## src/rtl/eth_rx_parser.sv

```systemverilog
// Ethernet/IPv4/UDP RX header parser: qualifies frames for LOCAL_MAC/UDP_PORT and emits one descriptor per frame.
// Descriptor valid one cycle after tlast; a qualifying frame ending while a descriptor is stalled is dropped and counted.
module eth_rx_parser #(
  parameter logic [47:0] LOCAL_MAC = 48'h00_11_22_33_44_55,
  parameter logic [15:0] UDP_PORT  = 16'd3000
) (
  input  logic        clk156,
  input  logic        eth_rst,
  input  logic        s_axis_tvalid,
  input  logic [63:0] s_axis_tdata,
  input  logic [7:0]  s_axis_tkeep,
  input  logic        s_axis_tlast,
  input  logic        s_axis_tuser,
  output logic        m_desc_valid,
  input  logic        m_desc_ready,
  output logic [31:0] m_desc_src_ip,
  output logic [31:0] m_desc_dst_ip,
  output logic [15:0] m_desc_src_port,
  output logic [15:0] m_desc_udp_len,
  output logic [31:0] cnt_frames,
  output logic [31:0] cnt_bad,
  output logic [31:0] cnt_match,
  output logic [31:0] cnt_ovf
);

  typedef enum logic [1:0] {S_IDLE, S_HDR, S_WAIT, S_SKIP} state_t;

  state_t      state;
  logic [2:0]  beat_idx;
  logic [31:0] cap_src_ip;
  logic [15:0] cap_dst_ip_hi, cap_dst_ip_lo, cap_src_port, cap_udp_len;

  logic [7:0]  b [8];
  logic [47:0] dst_mac;
  logic        mac_ok, beat_ok, on_beat4, qual, stalled;
  logic [15:0] dst_ip_lo_nxt, src_port_nxt, udp_len_nxt;

  always_comb begin
    for (int i = 0; i < 8; i++) b[i] = s_axis_tdata[8*i +: 8];
    dst_mac  = {b[0], b[1], b[2], b[3], b[4], b[5]};
    mac_ok   = (dst_mac == LOCAL_MAC) || (dst_mac == 48'hFFFF_FFFF_FFFF);
    on_beat4 = (state == S_HDR) && (beat_idx == 3'd4);
    case (beat_idx)
      3'd1:    beat_ok = ({b[4], b[5]} == 16'h0800) && (b[6] == 8'h45);
      3'd2:    beat_ok = (({b[4], b[5]} & 16'h3FFF) == 16'h0000) && (b[7] == 8'h11);
      3'd4:    beat_ok = ({b[4], b[5]} == UDP_PORT);
      default: beat_ok = 1'b1;
    endcase
    // A frame ending on beat4 still has its last header fields on the bus.
    dst_ip_lo_nxt = on_beat4 ? {b[0], b[1]} : cap_dst_ip_lo;
    src_port_nxt  = on_beat4 ? {b[2], b[3]} : cap_src_port;
    udp_len_nxt   = on_beat4 ? {b[6], b[7]} : cap_udp_len;
    qual = s_axis_tvalid && s_axis_tlast && s_axis_tuser &&
           ((state == S_WAIT) || (on_beat4 && beat_ok && (s_axis_tkeep == 8'hFF)));
    stalled = m_desc_valid && !m_desc_ready;
  end

  always_ff @(posedge clk156) begin
    if (eth_rst) begin
      state           <= S_IDLE;
      beat_idx        <= 3'd0;
      cap_src_ip      <= '0;
      cap_dst_ip_hi   <= '0;
      cap_dst_ip_lo   <= '0;
      cap_src_port    <= '0;
      cap_udp_len     <= '0;
      m_desc_valid    <= 1'b0;
      m_desc_src_ip   <= '0;
      m_desc_dst_ip   <= '0;
      m_desc_src_port <= '0;
      m_desc_udp_len  <= '0;
      cnt_frames      <= '0;
      cnt_bad         <= '0;
      cnt_match       <= '0;
      cnt_ovf         <= '0;
    end else begin
      if (m_desc_valid && m_desc_ready) m_desc_valid <= 1'b0;
      if (s_axis_tvalid) begin
        case (state)
          S_IDLE: begin
            beat_idx <= 3'd1;
            state    <= mac_ok ? S_HDR : S_SKIP;
          end
          S_HDR: begin
            if (beat_idx == 3'd3) begin
              cap_src_ip    <= {b[2], b[3], b[4], b[5]};
              cap_dst_ip_hi <= {b[6], b[7]};
            end
            if (beat_idx == 3'd4) begin
              cap_dst_ip_lo <= dst_ip_lo_nxt;
              cap_src_port  <= src_port_nxt;
              cap_udp_len   <= udp_len_nxt;
            end
            if (!beat_ok)                state    <= S_SKIP;
            else if (beat_idx == 3'd4)   state    <= S_WAIT;
            else                         beat_idx <= beat_idx + 3'd1;
          end
          default: ;
        endcase
        // End of frame overrides whatever the header walk decided above.
        if (s_axis_tlast) begin
          state      <= S_IDLE;
          beat_idx   <= 3'd0;
          cnt_frames <= cnt_frames + 32'd1;
          if (!s_axis_tuser) cnt_bad <= cnt_bad + 32'd1;
        end
        if (qual) begin
          if (stalled) begin
            cnt_ovf <= cnt_ovf + 32'd1;
          end else begin
            m_desc_valid    <= 1'b1;
            m_desc_src_ip   <= cap_src_ip;
            m_desc_dst_ip   <= {cap_dst_ip_hi, dst_ip_lo_nxt};
            m_desc_src_port <= src_port_nxt;
            m_desc_udp_len  <= udp_len_nxt;
            cnt_match       <= cnt_match + 32'd1;
          end
        end
      end
    end
  end

endmodule

```

## config.mk

```make
export PLATFORM = sky130hd
export DESIGN_NAME = eth_rx_parser
export DESIGN_NICKNAME = d
export VERILOG_FILES = /design/src/rtl/eth_rx_parser.sv
export SDC_FILE = /design/constraint.sdc
export NUM_CORES = 1
export LEC_CHECK = 0
export ABC_AREA = 1
export CAP_MARGIN = 10
export CORE_AREA = 3 3 193 195
export CTS_BUF_LIST = sky130_fd_sc_hd__clkbuf_8
export CTS_CLUSTER_SIZE = 14
export DETAILED_ROUTE_END_ITERATION = 6
export DIE_AREA = 0 0 196 198
export PLACE_DENSITY = 0.73
export SLEW_MARGIN = 25
export SYNTH_ARGS = -nofsm -noshare
export SYNTH_HDL_FRONTEND = slang
export SYNTH_SLANG_ARGS = --single-unit
```

## constraint.sdc

```tcl
create_clock -name clk156 -period 1.87 [get_ports clk156]
set_input_delay 0.4675 -clock clk156 [delete_from_list [all_inputs] [get_ports clk156]]
set_output_delay 0.4675 -clock clk156 [all_outputs]
set_load 0.02 [all_outputs]
```

# After elaboration in Yosys (flattened, before gate mapping)
# Cells that the tools add are included.
# W data, S select, Z words.
[word_totals]
register_bits = 326
latchBits = 0
mem_bits_rw = 0
mem_bits_ro = 0
memories = 0
[classes]
addsub = 5
n_mul = 0
n_div = 0
n_lt_le_gt_ge = 0
n_eq_ne = 16
n_shift = 0
mux = 17
n_bitwise = 2
n_reduce_logical = 24
[ops]
columns = ["cell", "count"]
rows = [
  ["$add A32 B1 Y32 const B", 4],
  ["$eq A48 B37 Y1 const B", 1],
  ["$eq A48 B48 Y1 const B", 1],
  ["$mux W16", 3],
  ["$eq A16 B12 Y1 const B", 2],
  ["$reduce_and A3 Y1", 6],
  ["$logic_not A16 Y1", 1],
  ["$logic_and A1 B1 Y1", 10],
  ["$mux W3", 3],
  ["$eq A8 B5 Y1 const B", 1],
  ["$eq A8 B7 Y1 const B", 1],
  ["$eq A8 B8 Y1 const B", 1],
  ["$mux W2", 4],
  ["$eq A3 B2 Y1 const B", 2],
  ["$ne A3 B3 Y1 const B", 2],
  ["$pmux W3 S2", 1],
  ["$mux W1", 4],
  ["$ne A4 B3 Y1 const B", 1],
  ["$pmux W2 S2", 1],
  ["$reduce_and A4 Y1", 1],
  ["$add A3 B1 Y3 const B", 1],
  ["$eq A3 B1 Y1 const B", 1],
  ["$eq A3 B3 Y1 const B", 1],
  ["$pmux W1 S3", 1],
  ["8 further kinds", 10],
]

# Logic depth before layout (Yosys ltp)
# Gate-level depths: netlist (run 1).
[logic_depth]
ltp_word = 9
ltp_mapped = 17
ltp_nobuf = 16

# Worst setup path after synthesis (run 1)
# No wires, ideal clock.
[synth_timing]
kind = "reg2reg"
start = "register cnt_ovf[0]"
end = "register cnt_ovf[16]"
setup_ps = 70
arrival_ps = 1936
t_required_ps = 1800
path_slack_ps = -136
path_stages_with_launch = 10
n_path_buf = 0
synth_period_minus_slack_ps = 2006
path_cell_list = "dfxtp_1 -> ha_1 -> nand3_1 -> nor2_1 -> inv_1 -> nor2_1 -> nand3_1 -> xor2_1 -> nand4_1 -> a21oi_1"
[synth_between]
elab_chain_len = 1
[synth_lines]
columns = ["item", "line_no", "text"]
rows = [
  ["start, declared", "23", "output logic [31:0] cnt_ovf"],
  ["start signal, assigned", "109", "cnt_ovf <= cnt_ovf + 32'd1;"],
  ["$add A32 B1 Y32", "109", ""],
]
# No other way between the ends.
# A chain may end at the register's enable or synchronous reset.

# Worst setup path in the final report (run 1)
[layout_timing]
start = "register beat_idx[0]"
end = "register m_desc_src_ip[19]"
[layout_between]
elab_chain_len = 7
[layout_lines]
columns = ["item", "line_no", "text"]
rows = [
  ["start, declared", "29", "logic [2:0] beat_idx;"],
  ["start signal, assigned", "96", "else beat_idx <= beat_idx + 3'd1;"],
  ["$eq A3 B3 Y1, or another cell as far along", "42, 43", ""],
  ["$pmux W1 S3 / $logic_and A1 B1 Y1 (equally long branches)", "43, 42", ""],
  ["$logic_and A1 B1 Y1 * (2 in series)", "54", "((state == S_WAIT) || (on_beat4 && beat_ok && (s_axis_tkeep == 8'hFF)));"],
  ["$logic_or A1 B1 Y1 *", "54", ""],
  ["$logic_and A1 B1 Y1 *", "53", "qual = s_axis_tvalid && s_axis_tlast && s_axis_tuser &&"],
  ["$reduce_and A3 Y1 (no source line) *", "-", ""],
  ["end signal, assigned", "112", "m_desc_src_ip <= cap_src_ip;"],
  ["end, declared", "16", "output logic [31:0] m_desc_src_ip,"],
]
# Mark *: on every way between the ends. The rest lies on a longest branch, timed or not.

==> metrics.cfg, run 1 <==
[layout]
stdcell_area_um2 = 24800
layout.cells.non_filler = 3388
nFillCells = 2772
finalCoreUtilization = 0.697
multi_input_area_um2 = 9360
syn2layout_area_growth_pct = 54.8
drive_gt1_frac = 0.294
seq_area_um2 = 6650
nNetsFinal = 2966
diodes = 0

[global_route]
grt.total_usage = 0.306
grt_pass1_wl_um = 97300
grt-ovfl-total = 0
grtUsageMet2 = 0.486
grt_use_met3 = 0.0648
antenna_found_initial = 0
use_met1 = 0.419
grt_max_degree = 97
busiest_layer = met2
grt_pass1_vias = 17878

[min_path]
hp-class = in -> reg
holdPathStages = 3

[drt]
wl_per_cell_um = 19.3
ant_nets = 0
initialDrtViolationCount = 1872
routed_via_density = 5.70
drt_wl_total_um = 65200
vias = 19323
drcViolationCount = 0
drt_pre_antenna_iters = 6

[worst_setup_path]
cp_max_fo = 7
crit_top_cell = buf_12
worstSetupPathType = reg -> reg
cp_cell_sequence = inv_4 > ha_4 > inv_2 > nor2_4 > buf_4 > nor3b_4 > nor2_2 > nand2_2 > nand2_4 > nand2_8 > buf_12 > buf_12 > buf_12 > buf_12 > nand4_1 > a21oi_1
cp_slowest_cell = dfxtp_4
reg2reg_depth = 16
worstPathRequired_ns = 2.43
crit_arrival_ns = 2.79
start_kind = flip-flop
endpoint_kind = flip-flop
max_stage_delay_ns = 0.37

[die]
floorplan.initialDensity = 0.451
ios = 303
row_count = 69
dieArea_um2 = 38800
die_x_um = 196
coreArea_um2 = 35600
die_h_um = 198

[yosys]
ys_warn_count = 0
synth_top_area_share = 0.407
synth_fp_nets = 2456
ys_ff_latch = 326
postSynthAreaPerCell_um2 = 6.77
seq_area_frac_synth = 0.407
ys_types = 33
synth.top_cells.by_area = dfxtp_1 41%, nand2_1 14%, nand4_1 7.9%, nor2_1 7.5%, a21oi_1 7.4%
syn-cell-area_um2 = 16000
syn_inst = 2369
synth.largest_area_cell = dfxtp_1

[placement]
dp_hpwl_um = 39900
placedCellCount = 3217
port_buffers = 302
gp_congestion = 0.939
dpl-instance-area_um2 = 21000

[run]
drv_cap = 0

[clock_network]
clkLatencyLatePin_ns = 0.67
clk_path_buf_depth = 3
cts.sinks = 326
cts.clk_slew.worst_paths_ns = 0.06
cts-root-buf = clkbuf_8
ctsHtreeMaxLevel = 2
cts_tree = built
cts_buffers = 57

[power_and_ir_drop]
p_switching_uw = 4220
swShare = 0.262
p_int_uw = 11900
power.density_nw_per_um2 = 649
clkPwrFrac = 0.441
ir_worst_vdd_mv = 0.542
leakage_uw = 0.00966
seqPwrFrac = 0.436
comb_power_share = 0.123
fin_total_pwr_uw = 16100

[outcome]
violations = negative setup slack
status = finished, violations left

[sta]
tightest_slew_ns = 0.608
setup_violations = 197
fin_crit_ns = 2.22
worst_slack_ns = -0.353
rsz0062_at_grt = true
finalHoldViolCount = 0
min_period_over_period = 1.19
final_max_slew_viol_count = 0
slew_headroom = 0.595
fin_skew_ns = 0.0351
max_freq_mhz = 450

-- per-stage QoR --
step | hold slack [ns] | setup TNS [ns] | worst slack [ns]
3_3_place_gp | 0.450 | -139.38 | -0.698
4_1_cts | 0.325 | -31.77 | -0.272
3_5_place_dp | 0.452 | -140.91 | -0.732
5_1_grt | 0.388 | -68.77 | -0.456
6_report | 0.358 | -49.37 | -0.353
2_1_floorplan | 0.452 | -0.0583 | -0.0583
-- final cells by class --
class / count / area share
Clock buffer: 80 / 0.0444
Clock inverter: 27 / 0.00600
Inverter: 164 / 0.0256
Multi-Input combinational cell: 1743 / 0.377
Sequential cell: 326 / 0.268
Tap cell: 461 / 0.0233
Timing Repair Buffer: 587 / 0.256
-- timing repair --
| item | CTS | global route |
|---|---|---|
| cloned | 28 | 10 |
| endpoints found under the setup margin | 441 | 283 |
| resized for setup | 722 | 341 |
| hold buffers | 0 | 0 |
| hold endpoints to repair | 0 | 0 |
| buffers inserted | 25 | 11 |
| pin swaps | 84 | 79 |
-- power by group through the flow --
stage	registers (uW)	clock network [uW]	logic, uW
3_3_place_gp	7170	0	1220
6_report	7020	7100	1980
3_5_place_dp	7170	0	1240
2_1_floorplan	7180	0	562
4_1_cts	7020	7160	1780
5_1_grt	7020	7500	2060
-- registers in the layout, summed over array words and instances (netlist names), 32 cells and up --
name and cells:
cap_src_ip 32, cnt_bad 32, cnt_match 32, m_desc_dst_ip 32
cnt_frames 32, cnt_ovf 32, m_desc_src_ip 32
-- worst max-delay path: cells and delay by family, from the launching register on --
kind / cells / cell delay, ns
adder cells (fa/ha/maj): 1 / 0.15
flip-flops: 1 / 0.37
AO/OA/AOI/OAI: 1 / 0.15
buffers and inverters: 7 / 0.73
AND/OR/NAND/NOR: 7 / 0.68
-- synthesized netlist by cell type (all sizes together) --
library cell,instances
nor4,8
clkbuf,100
xor2,33
nor3,65
nand3b,27
nand3,45
dfxtp,326
nand2,621
nor3b,7
inv,163
o21bai,1
buf,36
nand4,203
o21a,1
clkinv,1
xnor2,12
o21ai,147
a21oi,236
ha,9
a211oi,1
mux2i,1
nor2,326
-- cells by family after synthesis --
family / synth area share
AND/OR/NAND/NOR: 0.357
AO/OA/AOI/OAI: 0.121
flip-flops: 0.407
buffers and inverters: 0.0821
XOR/XNOR: 0.0246
adder cells (fa/ha/maj): 0.00703
multiplexers: 0.000625
-- placed cells by master, fill, tap and decap left out, types with 7 or more instances in the layout --
master / Yosys / routed
nand2_2: 2 / 45
clkbuf_8: 0 / 80
buf_16: 0 / 26
inv_1: 160 / 173
clkbuf_16: 0 / 9
nand2_4: 1 / 64
nor2_1: 320 / 305
dfxtp_2: 0 / 75
buf_6: 22 / 12
buf_12: 0 / 42
clkbuf_2: 0 / 33
clkdlybuf4s15_1: 0 / 27
dlygate4sd2_1: 0 / 40
nand4_1: 203 / 203
dfxtp_4: 0 / 7
dfxtp_1: 326 / 244
xor2_1: 33 / 33
nor3_1: 64 / 57
nand2_1: 618 / 511
clkdlybuf4s50_1: 0 / 75
clkdlybuf4s15_2: 0 / 110
buf_4: 4 / 188
buf_8: 0 / 8
a21oi_2: 0 / 82
buf_2: 8 / 15
nand3_1: 43 / 37
nor2_4: 1 / 12
a21oi_1: 236 / 154
o21ai_0: 146 / 144
nor2_2: 5 / 9
nand3b_1: 27 / 27
xnor2_1: 12 / 12
-- path summary, 6_finish.rpt --
path                                   from                             end  slack [ns]
max                beat_idx[0]$_SDFFE_PP0P_  m_desc_src_ip[19]$_SDFFE_PP0P_       -0.35
min                                 eth_rst  m_desc_src_ip[30]$_SDFFE_PP0P_        0.36
max reg2reg        beat_idx[0]$_SDFFE_PP0P_  m_desc_src_ip[19]$_SDFFE_PP0P_       -0.35
min reg2reg  m_desc_dst_ip[20]$_SDFFE_PP0P_  m_desc_dst_ip[20]$_SDFFE_PP0P_        0.46
-- per-layer routing --
metal | up-vias | wire [um]
li1 | 8945 | -
met1 | 9009 | 26500
met2 | 1155 | 29500
met3 | 214 | 6960
met4 | 0 | 2300
met5 | - | 0
Note: power is estimated with default switching activity, not from simulation.
==> run 2: changes to the inputs <==
--- a/config.mk
+++ b/config.mk
@@ -8,10 +8,10 @@
 export ABC_AREA = 1
 export CAP_MARGIN = 10
-export CORE_AREA = 3 3 193 195
+export CORE_AREA = 3 3 236 238
 export CTS_BUF_LIST = sky130_fd_sc_hd__clkbuf_8
 export CTS_CLUSTER_SIZE = 14
 export DETAILED_ROUTE_END_ITERATION = 6
-export DIE_AREA = 0 0 196 198
-export PLACE_DENSITY = 0.73
+export DIE_AREA = 0 0 239 241
+export REMOVE_ABC_BUFFERS = 1
 export SLEW_MARGIN = 25
 export SYNTH_ARGS = -nofsm -noshare
==> constraint.sdc (replaced) <==
create_clock -name clk156 -period 1.87 [get_ports clk156]
set_input_delay 0.4675 -clock clk156 [delete_from_list [all_inputs] [get_ports clk156]]
set_output_delay 0.4675 -clock clk156 [all_outputs]
set_load 0.05 [all_outputs]
==> metrics.cfg, run 2 (synthesis gave the netlist of run 1 again) <==
[placement]
placedCellCount = 3460
port_buffers = 302
dp_hpwl_um = 42300
pre_cts_slack_ns = -0.839
gp_congestion = 0.908

[worst_setup_path]
cp_max_fo = 7
cp_slowest_cell = dfxtp_2
start_kind = flip-flop
crit_arrival_ns = 2.72
cp_cell_sequence = inv_2 > ha_4 > nand2_4 > buf_6 > nor2_2 > nand3_1 > nor2_1 > nor2_1 > nand2_1 > nand2_2 > nand2_8 > nand3_4 > buf_12 > clkbuf_16 > nand2_1 > a21oi_1
max_stage_delay_ns = 0.33
worstSetupPathType = reg -> reg
endpoint_kind = flip-flop
worstPathRequired_ns = 2.35

[drt]
drt_pre_antenna_iters = 5
initialDrtViolationCount = 1320
vias = 18082
routed_via_density = 5.00
ant_nets = 0
wl_per_cell_um = 17.5
drcViolationCount = 0
drt_wl_total_um = 63300

[power_and_ir_drop]
fin_total_pwr_uw = 15800
power.density_nw_per_um2 = 681
leakage_uw = 0.00941
ir_worst_vdd_mv = 0.438

[clock_network]
ctsHtreeMaxLevel = 3
cts_tree = built
cts.clk_slew.worst_paths_ns = 0.06
clkLatencyLatePin_ns = 0.63
cts_hold_buf = 0
cts-root-buf = clkbuf_8
cts_buffers = 66
cts.sinks = 326
clk_path_buf_depth = 3

[global_route]
antenna_found_initial = 6
grt_pass1_vias = 17173
grt_pass1_wl_um = 96100
grt.total_usage = 0.209
grt_max_degree = 101
grt-ovfl-total = 0

[die]
ios = 303
row_count = 85
coreArea_um2 = 53800
dieArea_um2 = 57600
die_h_um = 241
die_x_um = 239
floorplan.initialDensity = 0.298

[layout]
drive_gt1_frac = 0.245
layout.cells.non_filler = 3613
syn2layout_area_growth_pct = 44.6
finalCoreUtilization = 0.431
nNetsFinal = 2953
final_common_cell = nand2_1
nFillCells = 5517
layout_common_cells = 568 x nand2_1, 424 x buf_4, 308 x nor2_1

[outcome]
violations = negative setup slack
status = finished, violations left

[sta]
finalHoldViolCount = 0
min_period_over_period = 1.20
slew_headroom = 0.585
worst_slack_ns = -0.374
tightest_slew_ns = 0.623
rsz0062_at_grt = true
whs_ns = 0.309
fin_skew_ns = 0.0392
setup_violations = 164
final_max_slew_viol_count = 0
max_freq_mhz = 446
fin_crit_ns = 2.24

[min_path]
hp-class = in -> reg

[run]
drv_cap = 0

## run 2: changes by cell type in the layout (fill, tap and decap cells not counted), sizes merged, moves of 2 or more
cell           change
clkdlybuf4s15    -137
bufbuf             +2
diode              +4
clkbuf            -34
inv                +7
buf              +189
dlygate4sd2       -40
## run 2: path summary, 6_finish.rpt
path                            slack (ns)                              end                           start  cells after the start
worst max-delay path                 -0.37       cnt_match[28]$_SDFFE_PP0P_        beat_idx[0]$_SDFFE_PP0P_                     16
worst min register to register        0.46   m_desc_dst_ip[17]$_SDFFE_PP0P_  m_desc_dst_ip[17]$_SDFFE_PP0P_                      2
worst min-delay path                  0.31  m_desc_udp_len[15]$_SDFFE_PP0P_                         eth_rst                      4
worst max register to register       -0.37       cnt_match[28]$_SDFFE_PP0P_        beat_idx[0]$_SDFFE_PP0P_                     16
## run 2: worst max-delay path, delay by kind of cell, from the launching register on
family | cells | cell delay [ns]
DFF | 1 | 0.33
AOI/OAI and AO/OA | 1 | 0.05
adders and majority gates | 1 | 0.14
and+or+nand+nor | 10 | 0.96
buffers and inverters | 4 | 0.60
## run 2: where the power goes
part	total, uW	internal [uW]	switching [uW]	leakage [uW]
clock network	7280	3960	3320	0.000746
logic	1500	657	838	0.00602
registers	7020	6990	28.5	0.00264
## run 2: per-layer routing
| layer | vias up | track usage | wire length, um |
|---|---|---|---|
| met3 | 131 | 0.0513 | 4930 |
| met1 | 8431 | 0.274 | 28000 |
| met5 | - | 0 | 27 |
| met4 | 4 | 0.0795 | 1890 |
| li1 | 8903 | - | - |
| met2 | 613 | 0.333 | 28400 |
## run 2: final cells by class
type | instances | area, um^2 | share of cell area
Multi-Input combinational cell | 1743 | 8610 | 0.372
Sequential cell | 326 | 6560 | 0.283
Timing Repair Buffer | 565 | 5220 | 0.225
Clock buffer | 82 | 1130 | 0.0487
Tap cell | 696 | 871 | 0.0376
Inverter | 164 | 626 | 0.0270
Clock inverter | 33 | 156 | 0.00675
Antenna cell | 4 | 10.0 | 0.000432
## run 2: what timing repair did
action	CTS	global route
cloned	9	7
resized for setup	90	93
pin swaps	8	12
endpoints found under the setup margin	242	233
endpoints found under the hold margin	0	0
setup buffers	11	9
## run 2: through the flow
stage	TNS [ns]	instance area, um^2
global placement	-154.97	20700
CTS	-41.46	22600
global route	-67.85	23200
detailed placement	-155.85	20700
finish	-52.36	23200
floorplan	-852.67	15300
